## config.mk

```make
export PLATFORM = sky130hd
export DESIGN_NAME = board_wt200b_i2s_tx
export DESIGN_NICKNAME = d
export VERILOG_FILES = /design/src/rtl/board_wt200b_i2s_tx.sv
export SDC_FILE = /design/constraint.sdc
export NUM_CORES = 1
export LEC_CHECK = 0
export CAP_MARGIN = 40
export CORE_ASPECT_RATIO = 1.25
export CORE_MARGIN = 2
export CORE_UTILIZATION = 60
export DETAILED_ROUTE_END_ITERATION = 6
export PLACE_DENSITY_LB_ADDON = 0.08
export SLEW_MARGIN = 20
export SYNTH_ARGS = -nofsm -noshare
export SYNTH_HDL_FRONTEND = slang
export SYNTH_SLANG_ARGS = --single-unit
```

## constraint.sdc

```tcl
create_clock -name CLK -period 9.3 [get_ports CLK]
set_input_delay 1.86 -clock CLK [delete_from_list [all_inputs] [get_ports CLK]]
set_output_delay 1.86 -clock CLK [all_outputs]
set_load 0.01 [all_outputs]
```

## src/rtl/board_wt200b_i2s_tx.sv

```systemverilog
// board_wt200b_i2s_tx: FIFO-buffered stereo I2S transmitter with integer BCLK divider.
module board_wt200b_i2s_tx #(
  parameter int SAMPLE_W   = 16,
  parameter int BCLK_HALF  = 7,
  parameter int FIFO_DEPTH = 4
) (
  input  logic                          CLK,
  input  logic                          RESET,
  input  logic                          IN_VALID,
  output logic                          IN_READY,
  input  logic [SAMPLE_W-1:0]           IN_LEFT,
  input  logic [SAMPLE_W-1:0]           IN_RIGHT,
  input  logic                          UNDERRUN_CLR,
  output logic                          DAC_BCLK,
  output logic                          DAC_LRCK,
  output logic                          DAC_SDATA,
  output logic                          FRAME_TICK,
  output logic                          UNDERRUN,
  output logic [$clog2(FIFO_DEPTH):0]   FIFO_LEVEL
);
  localparam int AW = $clog2(FIFO_DEPTH);
  localparam int LW = AW + 1;
  localparam int FW = 2 * SAMPLE_W;
  localparam int SW = $clog2(FW);
  localparam int DW = $clog2(BCLK_HALF + 1);
  logic [FW-1:0] mem_q [FIFO_DEPTH];
  logic [AW-1:0] wr_q, rd_q;
  logic [LW-1:0] lvl_q, lvl_d;
  logic [DW-1:0] div_q;
  logic [SW-1:0] slot_q, slot_d, idx;
  logic [FW-1:0] frame_q, frame_d;
  logic          bclk_q, lrck_q, sdata_q, tick_q, und_q;
  logic          wrap, fall, load, empty, push, pop;
  assign empty      = lvl_q == '0;
  assign IN_READY   = lvl_q != LW'(FIFO_DEPTH);
  assign wrap       = div_q == DW'(BCLK_HALF - 1);
  assign fall       = wrap && bclk_q;
  assign load       = fall && slot_q == SW'(FW - 1);
  assign push       = IN_VALID && IN_READY;
  assign pop        = load && !empty;
  assign DAC_BCLK   = bclk_q;
  assign DAC_LRCK   = lrck_q;
  assign DAC_SDATA  = sdata_q;
  assign FRAME_TICK = tick_q;
  assign UNDERRUN   = und_q;
  assign FIFO_LEVEL = lvl_q;
  // {L,R} packed MSB-first makes the serial bit frame[2W-1-slot] for both channels
  always_comb begin
    slot_d  = load ? '0 : slot_q + 1'b1;
    frame_d = pop ? mem_q[rd_q] : frame_q;
    idx     = SW'(FW - 1) - slot_d;
    lvl_d   = lvl_q + LW'(push) - LW'(pop);
  end
  always_ff @(posedge CLK) begin
    if (RESET) begin
      div_q   <= '0;
      bclk_q  <= 1'b0;
      slot_q  <= SW'(FW - 1);
      frame_q <= '0;
      lrck_q  <= 1'b0;
      sdata_q <= 1'b0;
      tick_q  <= 1'b0;
      und_q   <= 1'b0;
      wr_q    <= '0;
      rd_q    <= '0;
      lvl_q   <= '0;
    end else begin
      div_q  <= wrap ? '0 : div_q + 1'b1;
      bclk_q <= bclk_q ^ wrap;
      tick_q <= load;
      und_q  <= (load && empty) || (und_q && !UNDERRUN_CLR);
      lvl_q  <= lvl_d;
      if (fall) begin
        slot_q  <= slot_d;
        frame_q <= frame_d;
        sdata_q <= frame_d[idx];
        lrck_q  <= slot_d >= SW'(SAMPLE_W - 1) && slot_d <= SW'(FW - 2);
      end
      if (push) wr_q <= wr_q + 1'b1;
      if (pop) rd_q <= rd_q + 1'b1;
    end
  end
  always_ff @(posedge CLK) begin
    if (push && !RESET) mem_q[wr_q] <= {IN_LEFT, IN_RIGHT};
  end
endmodule
```

==> flow_summary.ini, run 1 <==
[setup_path]
r2r_setup_slack_ns = 5.79
max_fo_critical_path = 6
path_cells = nor2_1, nand2_1, clkdlybuf4s50_1
critPathMaxStageDelay_ns = 0.55
cpMaxStageDelayCell = sky130_fd_sc_hd__clkdlybuf4s50_1
worst_ep_arrival_time_ns = 1.70
worst_path_class_setup = reg2out
worst-endpoint-required_ns = 7.44
timing.critical_path.from_type = flip-flop
crit_path_capture_type = primary output

[pwr]
power_leakage_nw = 2.77
worst_ir_drop_vdd_mv = 0.121
pwr_density_cell_mw_per_mm2 = 206

[clocking]
cts-htree-levels = 4
number_of_buffers_inserted_for_hold_repair_after_clock_tree_synthesis = 0
cts_tree = done
clk-insertion-delay-late_ns = 0.42
clock_path_buffers = 2
clock-sinks = 182
number_of_clock_buffers_inserted_by_tritoncts = 17
clock_tree.root_cell = sky130_fd_sc_hd__clkbuf_16
postCtsSetupBuffers = 0
clk_pin_slew_worst_paths_ns = 0.07
postCtsResizedCells = 0

[synth]
complex_gate_fraction_of_the_synthesized_area_pct = 5.49
synth-seq-cells = 182
synthSimpleGateAreaFrac_pct = 7.98
synth_area_leader_cell = sky130_fd_sc_hd__edfxtp_1
postSynthNetCount = 522
synth_top_cell_area_share_pct = 53.5
synthXorXnorAreaFrac_pct = 0.853
proportion_of_synthesized_chip_area_in_sequential_cells_pct = 68.5
yosys_most_used_dff = sky130_fd_sc_hd__edfxtp_1
post_synth_instance_area_mm2 = 0.00718
synth_area_per_cell_um2 = 15.2
synth-edff-count = 128
synth_async_sr_flop_share_pct = 0
multiplexer_share_of_the_synthesized_area_pct = 12.5
postSynthCellCount = 473
ys_top_cells_by_area = sky130_fd_sc_hd__edfxtp_1 (54%), sky130_fd_sc_hd__dfxtp_1 (15%), sky130_fd_sc_hd__mux4_2 (6.9%)
synth-adder-area-share_pct = 2.37
yosysWarningCount = 0
synth_top_family_by_area = multiplexers
synthDistinctLibCells = 49

[detailed_routing]
wire_per_inst_um = 18.9
drcViolationCount = 0
starting_drc_count_in_detailed_routing = 333
detailedRoute.firstPassIterationCount = 4
drt.antenna.violating_nets = 0
route.detailed.vias_per_inst = 5.69
finalWirelength_um = 13100
dr_total_vias = 3945

[sta]
totalNegativeSetupSlack_ns = 0
timing_max_transition_violations_final = 0
timing.slew.headroom_pct = 49.7
hold_viol = 0
grt_setup_unrepaired = false
worst_clock_skew_ns = 0.0124
timing.final.crit_period_ns = 3.56
final_min_period_over_clock_period_pct = 38.3
timing.final.setup_violations = 0
highest_clock_rate_ghz = 0.281
timing_worst_slew_pin_value_ns = 0.755

[global_routing]
met2_usage_pct = 35.9
grt_pass1_vias = 4064
grt.total_usage_pct = 21.8
groute.layer.met1.usage_pct = 29.0
globalRoute.totalOverflow = 0
grt_pass1_wl_um = 20800
grt.met3_usage_pct = 4.35
grt_max_degree = 49
grt_busiest_layer = met2
antenna_found_initial = 0

[final_layout]
layout_cells_sized_above_1_pct = 13.5
finish.net_count = 568
post_layout_nonfiller_instances = 693
antenna_cells = 0
area_delta_synth_final_pct = 16.2
count_of_filler_cells_inserted_in_the_layout = 812

[die]
core-area_mm2 = 0.0117
die_width_um = 102
start_util_pct = 61.6
core.rowCount = 44
fp.dieH_um = 126
dieArea_mm2 = 0.0129
pin_count = 45

[placed_design]
gp_congestion = 0.827
numPlacedInstances = 661
dp.final_hpwl_um = 8010
io_buffer_count = 44

[outcome]
status = finished clean

[flow_run]
cap_viol_max_count = 0

[min_path]
min-delay-path-class = reg2reg
[critical path: cells and delay by family (launching register included)]
kind	cells	cell delay, ns
DFF	1	0.54
buffers and inverters	1	0.55
and+or+nand+nor	2	0.20
[flip-flops by register name (all words and copies together) (netlist names), 2 cells and up, named ones only]
register	count
mem_q	128
frame_q	32
FIFO_LEVEL	3
wr_q	2
div_q	3
slot_q	5
rd_q	2
[cell usage after synthesis (3+ instances only)]
cell / instances
sky130_fd_sc_hd__nor2_1: 38
sky130_fd_sc_hd__nand2_1: 68
sky130_fd_sc_hd__xor2_1: 4
sky130_fd_sc_hd__o311ai_1: 3
sky130_fd_sc_hd__ha_1: 12
sky130_fd_sc_hd__a211oi_1: 4
sky130_fd_sc_hd__a21oi_1: 27
sky130_fd_sc_hd__mux2i_1: 11
sky130_fd_sc_hd__o21ai_0: 4
sky130_fd_sc_hd__edfxtp_1: 128
sky130_fd_sc_hd__mux4_2: 22
sky130_fd_sc_hd__and2_1: 8
sky130_fd_sc_hd__or2_2: 3
sky130_fd_sc_hd__inv_1: 7
sky130_fd_sc_hd__mux4_1: 10
sky130_fd_sc_hd__a2111oi_0: 6
sky130_fd_sc_hd__nand3_1: 5
sky130_fd_sc_hd__clkbuf_1: 14
sky130_fd_sc_hd__buf_2: 7
sky130_fd_sc_hd__dfxtp_1: 54
sky130_fd_sc_hd__xnor2_1: 3
[area by class of cell]
class | instances | area, um2 | share of cell area [%]
clock buffers | 18 | 429 | 5.14
flip-flops and latches | 182 | 4930 | 59.0
inverters | 8 | 32.5 | 0.390
multi-input cells | 258 | 2090 | 25.1
clock inverters | 14 | 148 | 1.77
well taps | 161 | 201 | 2.41
repair buffers | 52 | 520 | 6.23
[metrics by stage]
step	instance area (um2)	setup slack (ns)	hold slack (ns)	utilization [%]	power (mW)
6_report	8350	5.74	0.450	71.6	1.72
5_1_grt	8350	5.55	0.478	71.6	1.78
4_1_cts	8350	5.72	0.459	71.6	1.73
3_5_place_dp	7770	5.37	0.449	66.6	1.04
3_3_place_gp	7750	5.38	0.428	66.4	1.03
2_1_floorplan	7180	5.89	0.417	-	0.986
[per-layer routing]
layer  vias to the layer above  wire, um
li1                       1872         -
met4                         0       173
met5                         -         0
met3                        14       499
met1                      1974      5570
met2                        85      6830
[layout by cell type (no fill, tap or decap), drive strengths merged, types with 3 or more instances in the layout]
cell type	count
a211oi	4
dfxtp	54
buf	8
inv	13
a2111oi	6
o311ai	5
clkdlybuf4s50	44
ha	12
nand3	5
mux4	32
mux2i	11
nor2	38
a21oi	27
clkinv	5
o21ai	4
edfxtp	128
clkbuf	18
xor2	4
or2	3
xnor2	3
and2	9
nand2	68
[path summary, 6_finish.rpt]
| kind | end | cells past startpoint | start |
|---|---|---|---|
| hold reg to reg | div_q[0] | 1 | div_q[0] |
| hold / removal | div_q[0] | 1 | div_q[0] |
| setup reg to reg | FIFO_LEVEL[2] | 15 | div_q[0] |
| setup / recovery | IN_READY | 3 | FIFO_LEVEL[1] |
[logic make-up after synthesis]
family,Yosys count
compound gates,58
xor+xnor,7
fa+ha+maj,13
buf+inv,33
flops,182
mux,45
simple gates,135
[power breakdown]
| part | leakage [nW] | internal (mW) | switching (mW) |
|---|---|---|---|
| Clock | 0.282 | 0.399 | 0.298 |
| Sequential | 1.60 | 0.905 | 0.0152 |
| Combinational | 0.893 | 0.0469 | 0.0532 |
Power figures use the tool's default switching activity.
==> run 2, diff against run 1 <==
Settings changed: CORE_UTILIZATION 60 to 53.
Clock period 9.3 ns to 3.15 ns, I/O delays scaled along.
==> flow_summary.ini, run 2 (synthesized netlist as in run 1, its figures left out) <==
[final_layout]
finish.net_count = 571
antenna_cells = 0
count_of_filler_cells_inserted_in_the_layout = 1002
area_delta_synth_final_pct = 17.3
utilization_pct = 63.7
most_common_cell_after_layout_fill_and_taps_aside = sky130_fd_sc_hd__edfxtp_1
largest_reg_flops = 128
layout.cells.most_common_list = sky130_fd_sc_hd__edfxtp_1 (128), sky130_fd_sc_hd__nand2_1 (68), sky130_fd_sc_hd__dfxtp_1 (53), sky130_fd_sc_hd__clkdlybuf4s50_1 (44), sky130_fd_sc_hd__nor2_1 (38)
most_flop_heavy_register = mem_q
multi_input_comb_area_mm2 = 0.00209
layout_cells_sized_above_1_pct = 14.0
reg.largest.list = mem_q: 128 flops, frame_q: 32 flops, slot_q: 5 flops
regArea_mm2 = 0.00493

[placed_design]
io_buffer_count = 44
gp_congestion = 0.825
dp.final_hpwl_um = 8050

[sta]
timing.final.crit_period_ns = 2.93
timing.final.setup_violations = 0
final_min_period_over_clock_period_pct = 92.9
timing.slew.headroom_pct = 57.3
worst_clock_skew_ns = 0.00862
grt_setup_unrepaired = false
highest_clock_rate_ghz = 0.342
hold_viol = 0
timing_worst_slew_pin_value_ns = 0.640
timing_max_transition_violations_final = 0
totalNegativeSetupSlack_ns = 0

[clocking]
cts_tree = done
clock_path_buffers = 2
number_of_buffers_inserted_for_hold_repair_after_clock_tree_synthesis = 0
clk_pin_slew_worst_paths_ns = 0.07
clock-sinks = 182
clk-insertion-delay-late_ns = 0.42
clock_tree.root_cell = sky130_fd_sc_hd__clkbuf_16
cts-htree-levels = 4
number_of_clock_buffers_inserted_by_tritoncts = 17

[global_routing]
grt.total_usage_pct = 19.1
grt_pass1_wl_um = 20600
globalRoute.totalOverflow = 0
grt_pass1_vias = 3970
antenna_found_initial = 0
grt_max_degree = 48

[die]
core-area_mm2 = 0.0132
core.rowCount = 47
die_width_um = 108
pin_count = 45
start_util_pct = 54.3
dieArea_mm2 = 0.0145
fp.dieH_um = 134

[pwr]
worst_ir_drop_vdd_mv = 0.353
pwr-share-seq_pct = 52.7
total_switching_power_mw = 1.08
power_leakage_nw = 2.80
switching_share_pct = 21.0
power_frac_clock_pct = 41.4
internal_power_mw = 4.07
pwr_density_cell_mw_per_mm2 = 611
power.combinational.fraction_pct = 5.9

[setup_path]
worst_path_class_setup = reg2reg
worst_ep_arrival_time_ns = 3.22
max_fo_critical_path = 15
worst-endpoint-required_ns = 3.44
crit_path_capture_type = flip-flop
timing.critical_path.from_type = flip-flop

[detailed_routing]
wire_per_inst_um = 17.9
finalWirelength_um = 12700
dr_total_vias = 3911
drt.antenna.violating_nets = 0
detailedRoute.firstPassIterationCount = 4
drcViolationCount = 0
route.detailed.vias_per_inst = 5.54
starting_drc_count_in_detailed_routing = 153

[outcome]
status = finished clean

[flow_run]
cap_viol_max_count = 0

[min_path]
min-delay-path-class = reg2reg
## run 2: cell types whose count changed in the layout (fill, tap and decap cells not counted)
cell / delta
sky130_fd_sc_hd__bufinv_16: +1
sky130_fd_sc_hd__dfxtp_1: +1
sky130_fd_sc_hd__buf_12: +3
sky130_fd_sc_hd__clkinv_4: -1
sky130_fd_sc_hd__inv_6: -1
sky130_fd_sc_hd__inv_8: +1
sky130_fd_sc_hd__a21o_1: -1
sky130_fd_sc_hd__buf_4: +1
sky130_fd_sc_hd__dfxtp_2: -1
sky130_fd_sc_hd__buf_16: -1
sky130_fd_sc_hd__a21o_2: +1
## run 2: worst max-delay path, stage by stage, from the launching register on
cell	delay, ns
sky130_fd_sc_hd__dfxtp_1	0.51
sky130_fd_sc_hd__ha_1	0.25
sky130_fd_sc_hd__and3_1	0.16
sky130_fd_sc_hd__ha_1	0.27
sky130_fd_sc_hd__o311ai_4	0.16
sky130_fd_sc_hd__inv_4	0.22
sky130_fd_sc_hd__ha_1	0.27
sky130_fd_sc_hd__inv_1	0.06
sky130_fd_sc_hd__ha_1	0.13
sky130_fd_sc_hd__inv_1	0.05
sky130_fd_sc_hd__fa_1	0.36
sky130_fd_sc_hd__xor2_1	0.17
sky130_fd_sc_hd__xnor2_1	0.13
sky130_fd_sc_hd__nor2_1	0.05
## run 2: layout make-up
class	instances	area share [%]
sequential	182	58.4
multi-input combinational	258	24.9
timing repair buffer	55	6.65
clock buffer	18	5.09
tap	171	2.54
clock inverter	14	2.03
inverter	8	0.386
## run 2: metrics by stage
step	cell area, um2	power, mW	hold slack [ns]	instances	setup slack, ns
detailed placement	7830	3.08	0.436	674	0.256
floorplan	7180	2.91	0.417	473	0.161
global placement	7830	3.06	0.425	674	0.347
finish	8430	5.15	0.447	706	0.225
CTS	8430	5.21	0.448	706	0.235
global route	8430	5.32	0.465	706	0.0110
## run 2: path summary, 6_finish.rpt
check / startpoint / depth (start not counted) / endpoint / slack (ns)
min: div_q[0] / 1 / div_q[0] / 0.45
max: slot_q[0] / 13 / FIFO_LEVEL[2] / 0.22
min reg2reg: div_q[0] / 1 / div_q[0] / 0.45
max reg2reg: slot_q[0] / 13 / FIFO_LEVEL[2] / 0.22
## run 2: power by group through the flow
stage	logic (mW)	clock network (mW)	registers, mW
6_report	0.303	2.13	2.72
5_1_grt	0.336	2.26	2.72
4_1_cts	0.312	2.18	2.72
3_5_place_dp	0.311	0	2.77
3_3_place_gp	0.303	0	2.76
2_1_floorplan	0.150	0	2.76
## run 2: routing by layer
layer / vias to the layer above / GRT usage, % / wire, um
li1: 1876 / - / -
met5: - / 0 / 0
met2: 68 / 32.1 / 6490
met4: 0 / 6.91 / 204
met3: 19 / 3.89 / 342
met1: 1948 / 24.6 / 5620
## run 2: timing repair
item,4_1_cts,5_1_grt
gates resized for setup,0,1
endpoints found under the setup margin,0,1
setup buffers,0,0
==> run 3, diff against run 2 <==
Settings changed: CORE_MARGIN 2 to 3, CTS_CLUSTER_SIZE set to 14.
==> flow_summary.ini, run 3 (synthesized netlist as in run 1, its figures left out) <==
[global_routing]
antenna_found_initial = 0
grt_max_degree = 48
globalRoute.totalOverflow = 0
grt.total_usage_pct = 19.1
grt_pass1_vias = 4072
grt_pass1_wl_um = 21300

[sta]
timing_worst_slew_pin_value_ns = 0.566
totalNegativeSetupSlack_ns = 0
final_min_period_over_clock_period_pct = 90.3
hold_viol = 0
timing.final.setup_violations = 0
timing.final.ws_setup_ns = 0.307
timing.slew.headroom_pct = 62.2
timing.final.crit_period_ns = 2.84
highest_clock_rate_ghz = 0.352
worst_clock_skew_ns = 0.0108
timing_max_transition_violations_final = 0
grt_setup_unrepaired = false

[setup_path]
worst-endpoint-required_ns = 3.49
worst-path-stages = 11
r2r_setup_slack_ns = 0.31
timing.critical_path.from_type = flip-flop
critPathMaxStageDelay_ns = 0.50
timing.reg2reg.worst_path_depth = 11
worstSetupStartpoint = slot_q[0]
cpMaxStageDelayCell = sky130_fd_sc_hd__dfxtp_1
max_fo_critical_path = 17
critPathTopFamily = compound AO/OA/AOI/OAI gates
worst_ep_arrival_time_ns = 3.18
worst_r2r_endpoint = DAC_SDATA
critical_path.most_common_cell = sky130_fd_sc_hd__ha_1
path_cells = ha_1, and3_1, ha_1, o311ai_4, inv_4, buf_4, mux2i_1, a2111oi_0, a31o_2, o311ai_1, a211oi_1
worst_path_class_setup = reg2reg
critical_path.endpoint = DAC_SDATA
crit_path_capture_type = flip-flop
worstPathBufferInverterCount = 2
regToRegStartpoint = slot_q[0]

[clocking]
number_of_buffers_inserted_for_hold_repair_after_clock_tree_synthesis = 0
clk_pin_slew_worst_paths_ns = 0.07
clk-insertion-delay-late_ns = 0.42
postCtsSetupBuffers = 0
postCtsResizedCells = 0
cts-htree-levels = 4
cts_tree = done
clock_tree.root_cell = sky130_fd_sc_hd__clkbuf_16
clock-sinks = 182
number_of_clock_buffers_inserted_by_tritoncts = 17
clock_path_buffers = 2

[placed_design]
dp.final_hpwl_um = 8140
placed_area_mm2 = 0.00780
dpl_worst_slack_ns = 0.267
io_buffer_count = 44
gp_congestion = 0.850

[detailed_routing]
finalWirelength_um = 13100
detailedRoute.firstPassIterationCount = 4
drcViolationCount = 0
dr_total_vias = 3889
route.detailed.vias_per_inst = 5.52
drt.antenna.violating_nets = 0
starting_drc_count_in_detailed_routing = 150
wire_per_inst_um = 18.6

[die]
fp.dieH_um = 136
core.rowCount = 46
dieArea_mm2 = 0.0150
die_width_um = 110
start_util_pct = 55.5
core-area_mm2 = 0.0129
pin_count = 45

[pwr]
pwr_density_cell_mw_per_mm2 = 594
worst_ir_drop_vdd_mv = 0.338
power_leakage_nw = 2.78

[final_layout]
multi_input_comb_area_mm2 = 0.00209
layout_cells_sized_above_1_pct = 14.2
most_flop_heavy_register = mem_q
antenna_cells = 0
most_common_cell_after_layout_fill_and_taps_aside = sky130_fd_sc_hd__edfxtp_1
count_of_filler_cells_inserted_in_the_layout = 972
largest_reg_flops = 128
layout.cells.most_common_list = sky130_fd_sc_hd__edfxtp_1 (128), sky130_fd_sc_hd__nand2_1 (68), sky130_fd_sc_hd__dfxtp_1 (53), sky130_fd_sc_hd__clkdlybuf4s50_1 (44), sky130_fd_sc_hd__nor2_1 (38)
area_delta_synth_final_pct = 16.3
final_area_mm2 = 0.00836
regArea_mm2 = 0.00493
utilization_pct = 64.5
finish.net_count = 572
reg.largest.list = mem_q: 128 flops, frame_q: 32 flops, slot_q: 5 flops

[min_path]
hold_depth = 1
min-delay-path-class = reg2reg

[outcome]
status = finished clean

[flow_run]
cap_viol_max_count = 0
==> run 3: how the worst min path moves through the flow <==
stage                        endpoint        start
after global placement       div_q[0]     div_q[0]
after global routing      frame_q[18]  frame_q[18]
final                        div_q[0]     div_q[0]
after floorplan              div_q[0]     div_q[0]
after CTS                    div_q[0]     div_q[0]
after detailed placement     div_q[0]     div_q[0]
==> run 3: metrics by stage <==
stage / total power [mW] / hold WS [ns] / cells
3_3_place_gp: 3.05 / 0.426 / 672
5_1_grt: 5.15 / 0.477 / 704
4_1_cts: 5.02 / 0.460 / 704
3_5_place_dp: 3.07 / 0.450 / 672
2_1_floorplan: 2.91 / 0.417 / 473
6_report: 4.96 / 0.454 / 704
==> run 3: worst reg2reg max path, stage by stage, from the launching register on <==
cell,delay [ns]
sky130_fd_sc_hd__dfxtp_1,0.50
sky130_fd_sc_hd__ha_1,0.23
sky130_fd_sc_hd__and3_1,0.16
sky130_fd_sc_hd__ha_1,0.26
sky130_fd_sc_hd__o311ai_4,0.16
sky130_fd_sc_hd__inv_4,0.12
sky130_fd_sc_hd__buf_4,0.25
sky130_fd_sc_hd__mux2i_1,0.13
sky130_fd_sc_hd__a2111oi_0,0.45
sky130_fd_sc_hd__a31o_2,0.17
sky130_fd_sc_hd__o311ai_1,0.08
sky130_fd_sc_hd__a211oi_1,0.24
==> run 3: layer usage <==
metal | up-vias | track usage (%) | wire (um)
li1 | 1879 | - | -
met1 | 1922 | 24.9 | 5730
met2 | 77 | 31.2 | 6710
met3 | 11 | 4.23 | 502
met4 | 0 | 7.53 | 171
met5 | - | 0 | 0
==> run 3: area by class of cell <==
type,instances,area share (%)
clock inverters,12,1.14
flip-flops and latches,182,58.9
well taps,168,2.51
multi-input cells,258,25.1
clock buffers,20,5.46
inverters,8,0.389
repair buffers,56,6.50
==> run 3: report_power, final <==
part	internal, mW	switching (mW)	leakage (nW)
combinational	0.137	0.157	0.912
sequential	2.67	0.0430	1.60
clock	1.07	0.889	0.273
